## config.mk

```make
export PLATFORM = sky130hd
export DESIGN_NAME = wb_regfile_stage_flat
export DESIGN_NICKNAME = d
export VERILOG_FILES = /design/src/rtl/arm_pkg.sv /design/src/rtl/wb_regfile_stage_if.sv /design/src/rtl/wb_regfile_stage_regfile_2r1w.sv /design/src/rtl/wb_regfile_stage.sv /design/src/flat_wrapper.sv
export SDC_FILE = /design/constraint.sdc
export NUM_CORES = 1
export LEC_CHECK = 0
export CAP_MARGIN = 10
export CORE_MARGIN = 2
export CORE_UTILIZATION = 45
export CTS_BUF_LIST = sky130_fd_sc_hd__clkbuf_16
export DETAILED_ROUTE_END_ITERATION = 8
export GPL_ROUTABILITY_DRIVEN = 0
export PLACE_DENSITY = 0.7
export SETUP_SLACK_MARGIN = 0.15
export SLEW_MARGIN = 5
export SYNTH_ARGS = -nofsm -noshare
export SYNTH_HDL_FRONTEND = slang
export SYNTH_SLANG_ARGS = --single-unit
```

## constraint.sdc

```tcl
create_clock -name clk -period 6.4 [get_ports clk]
set_input_delay 1.28 -clock clk [delete_from_list [all_inputs] [get_ports clk]]
set_output_delay 1.28 -clock clk [all_outputs]
set_load 0.01 [all_outputs]
```

## src/rtl/arm_pkg.sv

```systemverilog
// Shared definitions for the write-back / register-file slice of the pipeline.
package arm_pkg;

    localparam int DATA_W_DEF = 32;
    localparam int ADDR_W_DEF = 4;
    localparam int CNT_W_DEF  = 32;

    // Index of the program counter; it lives in fetch and is never stored here.
    localparam int PC_IDX_DEF = 15;

    typedef logic [ADDR_W_DEF-1:0] reg_idx_t;
    typedef logic [DATA_W_DEF-1:0] data_word_t;

endpackage

```

## src/rtl/wb_regfile_stage_if.sv

```systemverilog
// MEM/WB bundle, decode read ports and write-back observation signals.
interface wb_regfile_stage_if #(
    parameter int DATA_W = 32,
    parameter int ADDR_W = 4,
    parameter int CNT_W  = 32
);
    logic              freeze;
    logic [ADDR_W-1:0] dst_in;
    logic [DATA_W-1:0] alu_res_in;
    logic [DATA_W-1:0] mem_in;
    logic              mem_read_in;
    logic              wb_en_in;
    logic [ADDR_W-1:0] src1;
    logic [ADDR_W-1:0] src2;
    logic [DATA_W-1:0] reg_val1;
    logic [DATA_W-1:0] reg_val2;
    logic [DATA_W-1:0] wb_value;
    logic [ADDR_W-1:0] wb_dst;
    logic              wb_commit;
    logic [CNT_W-1:0]  wb_count;

    // Pipeline side: MEM/WB register and decode stage.
    modport master (
        output freeze, dst_in, alu_res_in, mem_in, mem_read_in, wb_en_in, src1, src2,
        input  reg_val1, reg_val2, wb_value, wb_dst, wb_commit, wb_count
    );

    // Register-file side.
    modport slave (
        input  freeze, dst_in, alu_res_in, mem_in, mem_read_in, wb_en_in, src1, src2,
        output reg_val1, reg_val2, wb_value, wb_dst, wb_commit, wb_count
    );
endinterface

```

## src/rtl/wb_regfile_stage_regfile_2r1w.sv

```systemverilog
// Storage array with two combinational read ports and one write port.
// Only indices below DEPTH are stored; higher indices read as zero and
// writes to them are dropped.
module wb_regfile_stage_regfile_2r1w #(
    parameter int DATA_W = 32,
    parameter int ADDR_W = 4,
    parameter int DEPTH  = 15
) (
    input  logic              clk,
    input  logic              rst,
    input  logic              we,
    input  logic [ADDR_W-1:0] waddr,
    input  logic [DATA_W-1:0] wdata,
    input  logic [ADDR_W-1:0] raddr1,
    input  logic [ADDR_W-1:0] raddr2,
    output logic [DATA_W-1:0] rdata1,
    output logic [DATA_W-1:0] rdata2
);

    logic [DATA_W-1:0] mem_r [DEPTH];

    // Array update: async clear, single write per edge.
    always_ff @(posedge clk or negedge rst) begin
        if (!rst) begin
            for (int i = 0; i < DEPTH; i++) begin
                mem_r[i] <= {DATA_W{1'b0}};
            end
        end else if (we && (int'(waddr) < DEPTH)) begin
            mem_r[waddr] <= wdata;
        end
    end

    // Read ports: plain array lookup, out-of-range indices return zero.
    always_comb begin
        rdata1 = {DATA_W{1'b0}};
        rdata2 = {DATA_W{1'b0}};
        if (int'(raddr1) < DEPTH) begin
            rdata1 = mem_r[raddr1];
        end else begin
            rdata1 = {DATA_W{1'b0}};
        end
        if (int'(raddr2) < DEPTH) begin
            rdata2 = mem_r[raddr2];
        end else begin
            rdata2 = {DATA_W{1'b0}};
        end
    end

endmodule

```

## src/rtl/wb_regfile_stage.sv

```systemverilog
// Write-back stage fused with the architectural register file: selects the
// write-back value, commits it, serves two bypassed read ports and counts
// committed writes.
module wb_regfile_stage
    import arm_pkg::*;
#(
    parameter int DATA_W = DATA_W_DEF,
    parameter int ADDR_W = ADDR_W_DEF,
    parameter int PC_IDX = PC_IDX_DEF,
    parameter int CNT_W  = CNT_W_DEF
) (
    input logic               clk,
    input logic               rst,
    wb_regfile_stage_if.slave bus
);

    localparam logic [ADDR_W-1:0] PC_SEL = ADDR_W'(PC_IDX);

    logic [DATA_W-1:0] wb_value_s;
    logic              commit_s;
    logic [DATA_W-1:0] arr_val1_s;
    logic [DATA_W-1:0] arr_val2_s;
    logic [DATA_W-1:0] reg_val1_s;
    logic [DATA_W-1:0] reg_val2_s;
    logic [CNT_W-1:0]  wb_count_r;

    // Value select and commit qualification; reset low blocks any commit.
    always_comb begin
        wb_value_s = {DATA_W{1'b0}};
        commit_s   = 1'b0;
        if (bus.mem_read_in) begin
            wb_value_s = bus.mem_in;
        end else begin
            wb_value_s = bus.alu_res_in;
        end
        commit_s = bus.wb_en_in & ~bus.freeze & (bus.dst_in != PC_SEL) & rst;
    end

    wb_regfile_stage_regfile_2r1w #(
        .DATA_W (DATA_W),
        .ADDR_W (ADDR_W),
        .DEPTH  (PC_IDX)
    ) u_regfile (
        .clk    (clk),
        .rst    (rst),
        .we     (commit_s),
        .waddr  (bus.dst_in),
        .wdata  (wb_value_s),
        .raddr1 (bus.src1),
        .raddr2 (bus.src2),
        .rdata1 (arr_val1_s),
        .rdata2 (arr_val2_s)
    );

    // Read ports: PC reads zero, a same-cycle commit to the read index wins.
    always_comb begin
        reg_val1_s = {DATA_W{1'b0}};
        reg_val2_s = {DATA_W{1'b0}};
        if (bus.src1 == PC_SEL) begin
            reg_val1_s = {DATA_W{1'b0}};
        end else if (commit_s && (bus.dst_in == bus.src1)) begin
            reg_val1_s = wb_value_s;
        end else begin
            reg_val1_s = arr_val1_s;
        end
        if (bus.src2 == PC_SEL) begin
            reg_val2_s = {DATA_W{1'b0}};
        end else if (commit_s && (bus.dst_in == bus.src2)) begin
            reg_val2_s = wb_value_s;
        end else begin
            reg_val2_s = arr_val2_s;
        end
    end

    // Committed-writeback counter, wraps naturally at its width.
    always_ff @(posedge clk or negedge rst) begin
        if (!rst) begin
            wb_count_r <= {CNT_W{1'b0}};
        end else if (commit_s) begin
            wb_count_r <= wb_count_r + {{(CNT_W-1){1'b0}}, 1'b1};
        end else begin
            wb_count_r <= wb_count_r;
        end
    end

    assign bus.wb_value  = wb_value_s;
    assign bus.wb_dst    = bus.dst_in;
    assign bus.wb_commit = commit_s;
    assign bus.reg_val1  = reg_val1_s;
    assign bus.reg_val2  = reg_val2_s;
    assign bus.wb_count  = wb_count_r;

endmodule
```

## src/flat_wrapper.sv

```systemverilog
// flat-port wrapper written by rule: the top's interface ports become plain ports
module wb_regfile_stage_flat import arm_pkg::*;
#(
    parameter int DATA_W = DATA_W_DEF,
    parameter int ADDR_W = ADDR_W_DEF,
    parameter int PC_IDX = PC_IDX_DEF,
    parameter int CNT_W  = CNT_W_DEF
)
  (clk, rst, bus_freeze, bus_dst_in, bus_alu_res_in, bus_mem_in, bus_mem_read_in, bus_wb_en_in, bus_src1, bus_src2, bus_reg_val1, bus_reg_val2, bus_wb_value, bus_wb_dst, bus_wb_commit, bus_wb_count);
  wb_regfile_stage_if #(.DATA_W(DATA_W), .ADDR_W(ADDR_W), .CNT_W(CNT_W)) bus_i ();
  input logic clk;
  input logic rst;
  input wire logic [$bits(bus_i.freeze)-1:0] bus_freeze;
  input wire logic [$bits(bus_i.dst_in)-1:0] bus_dst_in;
  input wire logic [$bits(bus_i.alu_res_in)-1:0] bus_alu_res_in;
  input wire logic [$bits(bus_i.mem_in)-1:0] bus_mem_in;
  input wire logic [$bits(bus_i.mem_read_in)-1:0] bus_mem_read_in;
  input wire logic [$bits(bus_i.wb_en_in)-1:0] bus_wb_en_in;
  input wire logic [$bits(bus_i.src1)-1:0] bus_src1;
  input wire logic [$bits(bus_i.src2)-1:0] bus_src2;
  output wire logic [$bits(bus_i.reg_val1)-1:0] bus_reg_val1;
  output wire logic [$bits(bus_i.reg_val2)-1:0] bus_reg_val2;
  output wire logic [$bits(bus_i.wb_value)-1:0] bus_wb_value;
  output wire logic [$bits(bus_i.wb_dst)-1:0] bus_wb_dst;
  output wire logic [$bits(bus_i.wb_commit)-1:0] bus_wb_commit;
  output wire logic [$bits(bus_i.wb_count)-1:0] bus_wb_count;
  assign bus_i.freeze = bus_freeze;
  assign bus_i.dst_in = bus_dst_in;
  assign bus_i.alu_res_in = bus_alu_res_in;
  assign bus_i.mem_in = bus_mem_in;
  assign bus_i.mem_read_in = bus_mem_read_in;
  assign bus_i.wb_en_in = bus_wb_en_in;
  assign bus_i.src1 = bus_src1;
  assign bus_i.src2 = bus_src2;
  assign bus_reg_val1 = bus_i.reg_val1;
  assign bus_reg_val2 = bus_i.reg_val2;
  assign bus_wb_value = bus_i.wb_value;
  assign bus_wb_dst = bus_i.wb_dst;
  assign bus_wb_commit = bus_i.wb_commit;
  assign bus_wb_count = bus_i.wb_count;
  wb_regfile_stage #(.DATA_W(DATA_W), .ADDR_W(ADDR_W), .PC_IDX(PC_IDX), .CNT_W(CNT_W)) u_core (.clk(clk), .rst(rst), .bus(bus_i));
endmodule
```

==> results of run 1 <==
worst max-delay path, delay by kind of cell:
| kind | cells | cell delay (ns) |
|---|---|---|
| muxes | 1 | 0.24 |
| AOI/OAI and AO/OA | 3 | 0.40 |
| buffers and inverters | 4 | 1.58 |
| and+or+nand+nor | 1 | 0.78 |
flip-flops by register name, indices dropped and copies added, names as in the netlist:
register,flops
u_core.bus.wb_count,32
u_core.u_regfile.mem_r,480
routing by layer:
metal	global-route usage, %	up-vias	routed length, µm
li1	-	9775	-
met1	36.1	11192	34500
met2	43.8	1187	40100
met3	5.59	189	7610
met4	10.6	0	3080
met5	0	-	0
cells in the mapped netlist, types with 2 or more instances:
cell / number
buf_4: 13
nand4_1: 11
a22oi_1: 61
mux4_2: 130
a211oi_1: 3
nor2_1: 341
xor2_1: 15
xnor2_1: 24
nand2b_1: 34
inv_1: 67
a311oi_1: 31
nand3_1: 11
a21oi_2: 26
o221ai_1: 31
buf_1: 7
mux2i_1: 283
a21oi_1: 324
nor2_4: 2
dfrtp_1: 512
o21ai_0: 224
nor2_2: 4
buf_2: 73
and4_1: 4
nor3_2: 3
o2111ai_1: 30
nor3_1: 2
and3_1: 5
nor3b_1: 2
nor2b_1: 6
nor3_4: 2
nand2_1: 213
clkbuf_1: 157
power by group through the flow:
stage	Sequential, W	Clock [W]	Combinational, W
after floorplan	0.00411	0	0.00131
after global placement	0.00417	0	0.00192
after detailed placement	0.00423	0	0.00197
after CTS	0.00418	0.00320	0.00199
after global routing	0.00425	0.00333	0.00218
final	0.00419	0.00317	0.00199
worst min path at each step:
stage / startpoint / to / slack [ns] / depth (start not counted)
6_report: u_core.bus.wb_count[31] / u_core.bus.wb_count[31] / 0.47 / 1
5_1_grt: u_core.bus.wb_count[31] / u_core.bus.wb_count[31] / 0.50 / 1
4_1_cts: u_core.bus.wb_count[31] / u_core.bus.wb_count[31] / 0.48 / 1
3_5_place_dp: u_core.bus.wb_count[31] / u_core.bus.wb_count[31] / 0.47 / 1
3_3_place_gp: u_core.bus.wb_count[31] / u_core.bus.wb_count[31] / 0.47 / 1
2_1_floorplan: u_core.u_regfile.mem_r[127] / u_core.u_regfile.mem_r[127] / 0.46 / 2
logic make-up after synthesis:
family | count (synthesis) | share of synthesized area [%]
compound gates | 735 | 15.7
xor+xnor | 39 | 1.25
fa+ha+maj | 1 | 0.0458
buf+inv | 318 | 4.91
flops | 512 | 46.9
mux | 414 | 21.1
simple gates | 648 | 10.0
cell type report:
class / count / area [µm²]
well taps: 782 / 978
clock inverters: 44 / 343
inverters: 67 / 251
fillers: 5234 / 28100
repair buffers: 304 / 2960
flip-flops and latches: 512 / 12800
multi-input cells: 1837 / 13300
clock buffers: 57 / 1430
per-stage QoR:
step                utilization, %  instances  total power (W)  hold slack [ns]
finish                        53.3       3603          0.00935            0.475
global route                  53.3       3603          0.00977            0.496
CTS                           53.3       3603          0.00936            0.481
detailed placement            50.3       3502          0.00620            0.470
global placement              50.3       3502          0.00609            0.468
floorplan                        -       2667          0.00542            0.461
==> summary.md, run 1 <==
| Metric | Value |
|---|---|
| Clock insertion delay at the later pin of the skew report | `0.62 ns` |
| Clk network pwr share | `33.9%` |
| WL per Instance | `23.7 µm` |
| Worst Tran Pin Value | `1.20 ns` |
| Reg-to-Reg End | `u_core.bus.wb_count[24]` |
| Syn_nets | `2749` |
| Count of cell types in the netlist | `48` |
| CP max FO | `13` |
| Total clock sinks | `512` |
| Primary FF master, synth | `dfrtp_1` |
| Vias per cell | `6.20` |
| Post-Place Setup Slack | `0.934 ns` |
| Drt initial violations | `2328` |
| Slew headroom | `20.0%` |
| Syn. warnings | `0` |
| Post-synth top area share | `46.9%` |
| Post-CTS Hold Buffers | `0` |
| Syn avg cell area | `10.2 µm²` |
| Die height | `250 µm` |
| Fraction of layout cells with a size suffix above 1 | `12.9%` |
| Core Region | `0.0601 mm²` |
| First-pass GRT wire length | `132 mm` |
| DP Wirelength | `51.7 mm` |
| WP data required | `5.12 ns` |
| Top cells by area, synth | `dfrtp_1 (47%), mux4_2 (11%), mux2i_1 (10%)` |
| Overflow after GRT | `0` |
| RSZ-0062 raised after global routing | `false` |
| Residual DRC count | `0` |
| Deepest clock path buffer count | `3` |
| Num ports | `214` |
| Cell-internal power | `0.00657 W` |
| Num CTS Buffers | `56` |
| R2R Path Start | `u_core.bus.wb_count[0]` |
| Final Hold Fails | `0` |
| Cells after synthesis | `2667` |
| Die Footprint | `0.0627 mm²` |
| EDFF count, synth | `0` |
| Die Wd | `250 µm` |
| Fin crit share | `86.9%` |
| Finished Cell Area | `0.0320 mm²` |
| Fmax | `0.180 GHz` |
| Max Slew Vio Count | `0` |
| CTS resizes | `0` |
| Nets@finish | `2860` |
| Fin Clk Skew | `0.00559 ns` |
| Final worst slack | `0.838 ns` |
| Setup crit end | `bus_reg_val2[21]` |
| Yosys reg bits | `512` |
| Setup TNS Final | `0 ns` |
| H-tree depth | `2` |
| Max-Cap Viols | `0` |
| Crit-path max cell delay | `0.78 ns` |
| Power Dens Cells | `292 mW/mm²` |
| Synth area leader | `dfrtp_1` |
| Largest net degree at the start of global routing | `189` |
| Post-Synthesis Cell Area | `0.0273 mm²` |
| Length in cells of the worst reg-to-reg path | `5` |
| Setup Buffers After CTS | `0` |
| Net switching power figure | `0.00279 W` |
| IO Port Bufs | `213` |
| Leakage power | `14.1 nW` |
| Clock period minus worst slack | `5.56 ns` |
| Worst setup SP type | `primary input` |
| Critical Path Source | `bus_src2[3]` |
| Reg2reg setup slack | `4.62 ns` |
| Seq/Total Area, Yosys | `46.9%` |
| Clk root buf | `clkbuf_16` |
| Switching part of the total | `29.8%` |
| Worst Path Arrival | `4.28 ns` |
| Antenna viol nets, final | `0` |
| Crit path cell chain | `clkdlybuf4s50_1 -> buf_4 -> nand2_1 -> buf_4 -> a21oi_1 -> o21ai_0 -> o2111ai_1 -> mux2i_1 -> clkdlybuf4s50_1` |
| Number of setup violations in the final report | `0` |
| Critical path class | `in -> out` |
| Critical path endpoint category | `primary output` |
| Most frequent cells in the layout | `dfrtp_1 (512), nor2_1 (339), a21oi_1 (324)` |
| Ys async rst share | `100%` |
| Initial Utilization | `45.4%` |
| Row cnt | `90` |
| Routed via count | `22343` |
| P&R area growth vs syn | `17.3%` |
| CTS tree | `built` |
| Clock transition at the registers of the reported paths | `0.06 ns` |
| Final WL | `85.3 mm` |
| CP max-delay cell | `nand2_1` |
| Antenna violations before repair | `0` |
| First-pass DRT Iterations | `6` |
| Sequential share of power | `44.8%` |
| Gr usage total | `27.1%` |
| N_diodes | `0` |
| Placed cell area | `0.0303 mm²` |
| Peak VDD IR | `0.204 mV` |
| Most common cell after layout, fill and taps aside | `dfrtp_1` |
| Status | `finished, final reports clean` |
| Hold Path Class | `reg -> reg` |
| Combinational power share | `21.2%` |
| Vias in the first global route | `22718` |
No activity file was read; power rests on OpenSTA's default activity.
==> run 2: changes to the inputs <==
--- a/config.mk
+++ b/config.mk
@@ -8,7 +8,6 @@
 export CAP_MARGIN = 10
 export CORE_MARGIN = 2
 export CORE_UTILIZATION = 45
-export CTS_BUF_LIST = sky130_fd_sc_hd__clkbuf_16
 export DETAILED_ROUTE_END_ITERATION = 8
 export GPL_ROUTABILITY_DRIVEN = 0
 export PLACE_DENSITY = 0.7
==> summary.md, run 2 (synthesis results as in run 1) <==
| Metric | Value |
|---|---|
| Most frequent cells in the layout | `dfrtp_1 (512), nor2_1 (339), a21oi_1 (324)` |
| Total clock sinks | `512 (unchanged)` |
| P&R area growth vs syn | `17.7%` |
| First-pass DRT Iterations | `6 (unchanged)` |
| Worst Hold End | `u_core.bus.wb_count[31]` |
| Status | `finished, final reports clean` |
| Number of setup violations in the final report | `0 (unchanged)` |
| CP max FO | `13 (unchanged)` |
| Finished Cell Area | `0.0321 mm² (+0.34%)` |
| Critical Path Source | `bus_src2[3]` |
| Power Dens Cells | `296 mW/mm² (+1.3%)` |
| Die Wd | `250 µm (unchanged)` |
| Worst Path Arrival | `4.27 ns (about the same)` |
| Reg2reg setup slack | `4.61 ns (about the same)` |
| Clock period minus worst slack | `5.55 ns (-0.0103 ns)` |
| Vias per cell | `6.20 (about the same)` |
| Gr usage total | `27.1% (about the same)` |
| Setup TNS Final | `0 ns (unchanged)` |
| Fin Clk Skew | `0.00585 ns (+0.000256 ns)` |
| Placed cell area | `0.0303 mm² (unchanged)` |
| Worst Tran Pin Value | `1.22 ns (+0.0258 ns)` |
| Core Util, Final | `53.4% (+0.18 points)` |
| Post-CTS Hold Buffers | `0 (unchanged)` |
| Overflow after GRT | `0 (unchanged)` |
| Most common cell after layout, fill and taps aside | `dfrtp_1` |
| Initial Utilization | `45.4% (unchanged)` |
| Routed via count | `22338 (-0.022%)` |
| Max Slew Vio Count | `0 (unchanged)` |
| Core Region | `0.0601 mm² (unchanged)` |
| Die Footprint | `0.0627 mm² (unchanged)` |
| Largest net degree at the start of global routing | `189 (unchanged)` |
| Num ports | `214 (unchanged)` |
| Slew headroom | `18.3% (-1.7 points)` |
| Max reg flops | `480 (unchanged)` |
| Hold wc startpoint | `u_core.bus.wb_count[31]` |
| Hold Path Cell Cnt | `1 (unchanged)` |
| Final Hold Fails | `0 (unchanged)` |
| WP data required | `5.12 ns (about the same)` |
| N_diodes | `0 (unchanged)` |
| Clk root buf | `clkbuf_16` |
| Final WL | `85.1 mm (-0.22%)` |
| DP Wirelength | `51.7 mm (unchanged)` |
| Critical path endpoint category | `primary output` |
| WL per Instance | `23.6 µm (-0.22%)` |
| Deepest clock path buffer count | `3 (unchanged)` |
| Residual DRC count | `0 (unchanged)` |
| Fin crit share | `86.7% (-0.16 points)` |
| First-pass GRT wire length | `132 mm (about the same)` |
| Fillcell total | `5216 (-0.34%)` |
| Num CTS Buffers | `56 (unchanged)` |
| Row cnt | `90 (unchanged)` |
| H-tree depth | `2 (unchanged)` |
| Nets@finish | `2860 (unchanged)` |
| Fmax | `0.180 GHz (+0.19%)` |
| Drt initial violations | `2205 (-5.3%)` |
| Leakage power | `14.1 nW (+0.12%)` |
| CTS resizes | `0 (unchanged)` |
| Critical path class | `in -> out` |
| Vias in the first global route | `22687 (-0.14%)` |
| Antenna violations before repair | `0 (unchanged)` |
| Antenna viol nets, final | `0 (unchanged)` |
| Peak VDD IR | `0.203 mV (-0.41%)` |
| CTS tree | `built` |
| Clock transition at the registers of the reported paths | `0.06 ns (about the same)` |
| Hold Path Class | `reg -> reg` |
| RSZ-0062 raised after global routing | `false` |
| IO Port Bufs | `213 (unchanged)` |
| Die height | `250 µm (unchanged)` |
| Fraction of layout cells with a size suffix above 1 | `13.3% (+0.39 points)` |
| Clock insertion delay at the later pin of the skew report | `0.62 ns (about the same)` |
| Setup Buffers After CTS | `0 (unchanged)` |
| Reg with most FFs | `u_core.u_regfile.mem_r` |
| Worst setup SP type | `primary input` |
| Reg-to-Reg End | `u_core.bus.wb_count[24]` |
| Length in cells of the worst reg-to-reg path | `5 (unchanged)` |
| Max-Cap Viols | `0 (unchanged)` |
| R2R Path Start | `u_core.bus.wb_count[0]` |
run 2: worst max path at each step:
stage | endpoint | depth (start not counted)
floorplan | bus_reg_val1[11] | 8
global placement | bus_reg_val2[21] | 7
detailed placement | bus_reg_val2[31] | 6
CTS | bus_reg_val2[31] | 6
global route | bus_reg_val2[21] | 9
finish | bus_reg_val2[21] | 9
run 2: per-layer routing:
layer | vias up | global-route usage (%) | part of all wire (%)
met3 | 188 | 5.51 | 9.2
met1 | 11230 | 36.2 | 40
li1 | 9775 | - | -
met5 | - | 0 | 0
met2 | 1145 | 43.8 | 47
met4 | 0 | 10.4 | 3.5
run 2: layout make-up:
cell class	instances	area, µm²	share of cell area [%]
Clock inverter	22	260	0.810
Timing Repair Buffer	304	2960	9.20
Sequential cell	512	12800	39.9
Clock buffer	79	1620	5.04
Tap cell	782	978	3.04
Multi-Input combinational cell	1837	13300	41.3
Inverter	67	251	0.783
run 2: worst max-delay path: stages:
cell and delay, ns:
clkdlybuf4s50_1 0.47, buf_4 0.20, nand2_1 0.76, buf_4 0.34, a21oi_1 0.07, o21ai_0 0.08, o2111ai_1 0.24, mux2i_1 0.24
clkdlybuf4s50_1 0.57
run 2: metrics by stage:
| stage | cells | setup slack [ns] | hold slack (ns) | power (W) |
|---|---|---|---|---|
| 6_report | 3603 | 0.848 | 0.475 | 0.00950 |
| 3_3_place_gp | 3502 | 0.770 | 0.468 | 0.00609 |
| 4_1_cts | 3603 | 0.931 | 0.481 | 0.00952 |
| 3_5_place_dp | 3502 | 0.934 | 0.470 | 0.00620 |
| 2_1_floorplan | 2667 | 2.25 | 0.461 | 0.00542 |
| 5_1_grt | 3603 | 0.724 | 0.496 | 0.00992 |
run 2: where the power goes:
| part | internal [W] | switching (W) |
|---|---|---|
| Clock | 0.00196 | 0.00137 |
| Combinational | 0.000988 | 0.000997 |
| Sequential | 0.00377 | 0.000423 |
